$ cat src/rtl/mac_seq_ctrl.sv
// mac_seq_ctrl: command sequencer for the 8-bit MAC datapath.
// Takes a (len, mode) command, streams len operand pairs over a
// valid/ready handshake, accumulates e1*opB and reports the sum.
//
// Parameters:
//   ACC_W     accumulator / result width, 16..32
// Ports:
//   clk, rst_n          clock, async active-low reset
//   start, len, mode    command strobe, beat count, opB select
//   abort               cancel a running command
//   in_valid/in_ready   operand pair handshake
//   e1, e2              operand A, alternate operand B
//   select              operand mux select (latched mode while busy)
//   busy, done          command in progress, one-cycle completion pulse
//   result, ovf         final sum and sticky overflow flag
// Build option:
//   MAC_SAT_EN          saturate the accumulator on overflow instead
//                       of wrapping
module mac_seq_ctrl #(
    parameter int ACC_W = 24
) (
    input  logic             clk,
    input  logic             rst_n,
    input  logic             start,
    input  logic [7:0]       len,
    input  logic             mode,
    input  logic             abort,
    input  logic             in_valid,
    output logic             in_ready,
    input  logic [7:0]       e1,
    input  logic [7:0]       e2,
    output logic             select,
    output logic             busy,
    output logic             done,
    output logic [ACC_W-1:0] result,
    output logic             ovf
);

    typedef enum logic [1:0] {
        S_IDLE = 2'd0,
        S_RUN  = 2'd1,
        S_DONE = 2'd2
    } state_t;

    state_t           state;
    state_t           state_nxt;
    logic [7:0]       cnt;
    logic [ACC_W-1:0] acc;
    logic [ACC_W-1:0] acc_nxt;
    logic             mode_q;
    logic [7:0]       opb;
    logic [15:0]      prod;
    logic [ACC_W:0]   sum;
    logic             carry;
    logic             beat;
    logic             last;

    assign opb   = mode_q ? e2 : e1;
    assign prod  = e1 * opb;
    assign sum   = {1'b0, acc} + (ACC_W+1)'(prod);
    assign carry = sum[ACC_W];

    // abort wins over a presented beat: the pair is not taken
    assign beat = (state == S_RUN) && in_valid && !abort;
    assign last = beat && (cnt == 8'd1);

    always_comb begin
        acc_nxt = sum[ACC_W-1:0];
`ifdef MAC_SAT_EN
        // once overflowed, the accumulator stays pinned at full scale
        if (carry || ovf)
            acc_nxt = '1;
`else
        acc_nxt = sum[ACC_W-1:0];
`endif
    end

    // state register
    always_ff @(posedge clk or negedge rst_n) begin
        if (!rst_n)
            state <= S_IDLE;
        else
            state <= state_nxt;
    end

    // next-state logic
    always_comb begin
        state_nxt = state;
        unique case (state)
            S_IDLE: begin
                if (start)
                    state_nxt = (len == 8'd0) ? S_DONE : S_RUN;
            end
            S_RUN: begin
                if (abort)
                    state_nxt = S_IDLE;
                else if (last)
                    state_nxt = S_DONE;
            end
            S_DONE: state_nxt = S_IDLE;
            default: state_nxt = S_IDLE;
        endcase
    end

    // output logic
    always_comb begin
        in_ready = 1'b0;
        busy     = 1'b0;
        done     = 1'b0;
        select   = 1'b0;
        unique case (state)
            S_IDLE: ;
            S_RUN: begin
                in_ready = !abort;
                busy     = 1'b1;
                select   = mode_q;
            end
            S_DONE: begin
                busy   = 1'b1;
                done   = 1'b1;
                select = mode_q;
            end
            default: ;
        endcase
    end

    // datapath: result is loaded with the final sum as the last beat
    // lands, so it is already valid while done is high
    always_ff @(posedge clk or negedge rst_n) begin
        if (!rst_n) begin
            mode_q <= 1'b0;
            cnt    <= 8'd0;
            acc    <= '0;
            result <= '0;
            ovf    <= 1'b0;
        end else begin
            if (state == S_IDLE && start) begin
                mode_q <= mode;
                cnt    <= len;
                acc    <= '0;
                ovf    <= 1'b0;
                if (len == 8'd0)
                    result <= '0;
            end else if (beat) begin
                acc <= acc_nxt;
                cnt <= cnt - 8'd1;
                ovf <= ovf | carry;
                if (last)
                    result <= acc_nxt;
            end
        end
    end

endmodule
$ cat config.mk
export PLATFORM = sky130hd
export DESIGN_NAME = mac_seq_ctrl
export DESIGN_NICKNAME = d
export VERILOG_FILES = /design/src/rtl/mac_seq_ctrl.sv
export SDC_FILE = /design/constraint.sdc
export NUM_CORES = 1
export LEC_CHECK = 0
export BUFFER_PORTS_ARGS = -buffer_cell sky130_fd_sc_hd__buf_4
export CAP_MARGIN = 20
export CORE_MARGIN = 10
export CORE_UTILIZATION = 44
export DETAILED_ROUTE_END_ITERATION = 8
export PLACE_DENSITY = 0.72
export SLEW_MARGIN = 25
export SYNTH_ARGS = -nofsm -noshare
export SYNTH_HDL_FRONTEND = slang
export SYNTH_SLANG_ARGS = --single-unit
export TNS_END_PERCENT = 100
$ cat constraint.sdc
create_clock -name clk -period 16.1 [get_ports clk]
set_clock_uncertainty 0.1 [all_clocks]
set_input_delay 2.415 -clock clk [delete_from_list [all_inputs] [get_ports clk]]
set_output_delay 2.415 -clock clk [all_outputs]
set_load 0.01 [all_outputs]
==> results.yml <==
finish:
  fin_nets: 825
  multi_input_area_um2: 3696
  area_growth_pct: 15.32
  layout-drive-gt1-share_pct: 12.36
  fill_cells: 1169
  diodes: 0
  seq_area_um2: 1501
route:
  drt_iter0_markers: 400
  routed_wl_um: 14150
  wire_per_inst_um: 16.16
  drcViolationCount: 0
  drt-pass1-iter-count: 5
  ant_nets: 0
  vias: 4723
  via_per_inst: 5.392
yosys:
  synth_nets: 778
  yosys_register_bits: 60
  synth_compound_area_share_pct: 13.41
  synthTopCellsByArea: "dfrtp_1 26%, fa_1 18%, ha_1 10%, inv_1 7.0%, nand2_1 6.6%"
  yosys-mux-area-fraction_pct: 2.546
  synthAdderAreaFrac_pct: 27.65
  synthCells: 652
  synth_xor_area_share_pct: 2.611
  netlist.top_cell.by_area: "dfrtp_1"
  synth-main-ff-cell: "dfrtp_1"
  synth_edf_count: 0
  yosys.area_share.simple_pct: 18.56
  synth_common_cells: "107 x inv_1, 100 x nand2_1, 60 x dfrtp_1"
  ys_types: 52
  synth_area_um2: 5702
  avgSynthCellArea_um2: 8.745
  yosysSeqAreaShare_pct: 26.33
  async_flop_share_pct: 100.0
  ys_warn_count: 0
  synth_top_area_share_pct: 26.33
  synth_top_family_by_area: "adder cells"
  post-synth-top-count-cell: "inv_1"
global_route:
  overflow: 0
  grt_usage_pct: 15.71
  grt_pass1_wl_um: 23430
  antenna_found_initial: 0
  grt_pass1_vias: 4775
  grt_start_max_net_pins: 61
worst_setup_path:
  worst-path-buf-inv: 4
  required_ps: 16240
  cp_slowest_cell: "or4b_4"
  criticalPathCategory: "primary input to flip-flop"
  worstPathCellList: "buf_4 > mux2i_1 > nand2b_1 > fa_1 > fa_1 > inv_1 > fa_1 > inv_1 > fa_1 > inv_1 > ha_1 > and3_1 > a221oi_2 > or4b_4 > a21o_1 > a211oi_1 > mux2i_1"
  path_max_fanout: 9
  worstSetupStartpointType: "primary input"
  arrival_ps: 7450
  critPathTopFamily: "adder cells"
  end_kind: "flip-flop"
  cpMostUsedCell: "fa_1"
  crit_path_max_incr_delay_ps: 580
worst_hold_path:
  hold_class: "flip-flop to flip-flop"
floorplan:
  core_area_um2: 12670
  start_util_pct: 45.00
  die_area_um2: 17910
  io_pins: 59
  die_y_um: 133.8
  row_count: 41
  die_w_um: 133.8
cts:
  clock-sinks: 60
  cts_root_buffer: "clkbuf_16"
  clk_latency_ps: 320
  hold_buffers: 0
  numCtsBuffers: 9
  postCtsSetupRepairBufs: 0
  clkTransAtPathRegs_ps: 50
  cts_buffer_depth: 2
  tritoncts: "yes"
  h-tree-depth: 3
  cts_resized: 0
sta:
  slew-limit-headroom_pct: 31.69
  fmax_mhz: 136.8
  setup_violations: 0
  tightest_slew_ps: 1022
  final-max-slew-violation-count: 0
  rsz0062_at_grt: "no"
  hold_viol: 0
  hold_slack_ps: 370.9
  finalCritPeriodShare_pct: 45.42
  fin_crit_ps: 7312
  setup-tns-final_ps: 0
place:
  dp_hpwl_um: 10920
  port_buffers: 58
  place.gp.congestion: 0.9129
outcome:
  status: "finished clean"
job:
  drv_cap: 0
-- layer usage --
layer | wire length, µm | GRT usage [%] | up-vias
li1 | - | - | 2245
met1 | 5940 | 19.42 | 2320
met2 | 7218 | 27.18 | 138
met3 | 775 | 3.323 | 20
met4 | 220 | 4.051 | 0
met5 | 0 | 0 | -
-- metrics by stage --
| stage | instance area (µm²) | util (%) | worst slack [ps] | cells |
|---|---|---|---|---|
| floorplan | 5702 | - | 8813 | 652 |
| global placement | 6280 | 49.56 | 8628 | 860 |
| detailed placement | 6280 | 49.56 | 8453 | 860 |
| CTS | 6575 | 51.89 | 8806 | 876 |
| global route | 6575 | 51.89 | 8546 | 876 |
| finish | 6575 | 51.89 | 8788 | 876 |
-- placed cells by master, fill, tap and decap left out, drive strengths merged, types with 2 or more instances in the layout --
cell / netlist / final
nor2: 12 / 12
o41ai: 3 / 3
nand2: 100 / 100
a2111o: 5 / 5
ha: 46 / 46
a22o: 4 / 4
and3: 6 / 6
o21ai: 24 / 24
xnor2: 11 / 11
clkinv: 0 / 3
o211ai: 2 / 2
xor2: 6 / 6
a32oi: 4 / 4
a21o: 5 / 5
or3: 2 / 2
dfrtp: 60 / 60
o21a: 9 / 9
buf: 2 / 62
o31ai: 4 / 4
mux2: 4 / 4
fa: 50 / 50
nor2b: 22 / 22
a21oi: 32 / 32
a211oi: 6 / 6
inv: 107 / 107
nand2b: 12 / 12
nand3: 23 / 23
nor3: 9 / 9
nor4: 5 / 5
nand4: 8 / 8
a31oi: 4 / 4
mux2i: 10 / 10
and2: 16 / 16
clkbuf: 24 / 12
-- cell families (layout without fill, tap and decap cells) --
| logic type | after synthesis | after routing |
|---|---|---|
| multiplexers | 14 | 14 |
| flip-flops | 60 | 60 |
| XOR/XNOR | 17 | 17 |
| buffers and inverters | 133 | 185 |
| AO/OA/AOI/OAI | 114 | 114 |
| AND/OR/NAND/NOR | 218 | 218 |
| adder cells (fa/ha/maj) | 96 | 96 |
-- worst reg2reg max path, stage by stage, from the launching register on --
cell and delay, ps:
dfrtp_1 770, mux2i_1 580, nand2b_1 210, fa_1 450, fa_1 540, inv_1 50
fa_1 540, inv_1 60, fa_1 530, inv_1 50, ha_1 350, and3_1 190
a221oi_2 90, or4b_4 580, a21o_1 280, a211oi_1 310, mux2i_1 230
-- path summary, 6_finish.rpt --
path                                  startpoint  slack (ps)  cells past startpoint                      to
min                        result[6]$_DFFE_PN0P_         370                      2   result[6]$_DFFE_PN0P_
max in group asynchronous                  rst_n       13320                      1  result[10]$_DFFE_PN0P_
min reg2reg                result[6]$_DFFE_PN0P_         370                      2   result[6]$_DFFE_PN0P_
max                                        e1[6]        8790                     17     acc[23]$_DFFE_PN0P_
min in group asynchronous                  rst_n        2060                      1     acc[16]$_DFFE_PN0P_
max reg2reg                   mode_q$_DFFE_PN0P_       10120                     16     acc[23]$_DFFE_PN0P_
-- flip-flops by register name (all words and copies together) (netlist names) --
signal  flops
cnt         8
acc        24
ovf         1
result     24
state       2
mode_q      1
-- area by class of cell --
type,count,share of cell area [%]
Sequential cell,60,22.84
Clock buffer,12,3.749
Tap cell,172,3.273
Timing Repair Buffer,62,7.079
Clock inverter,4,0.7421
Multi-Input combinational cell,459,56.21
Inverter,107,6.108
Power is not shown: default switching activity piles up to over one toggle a cycle in this logic, so the estimate is an artifact.
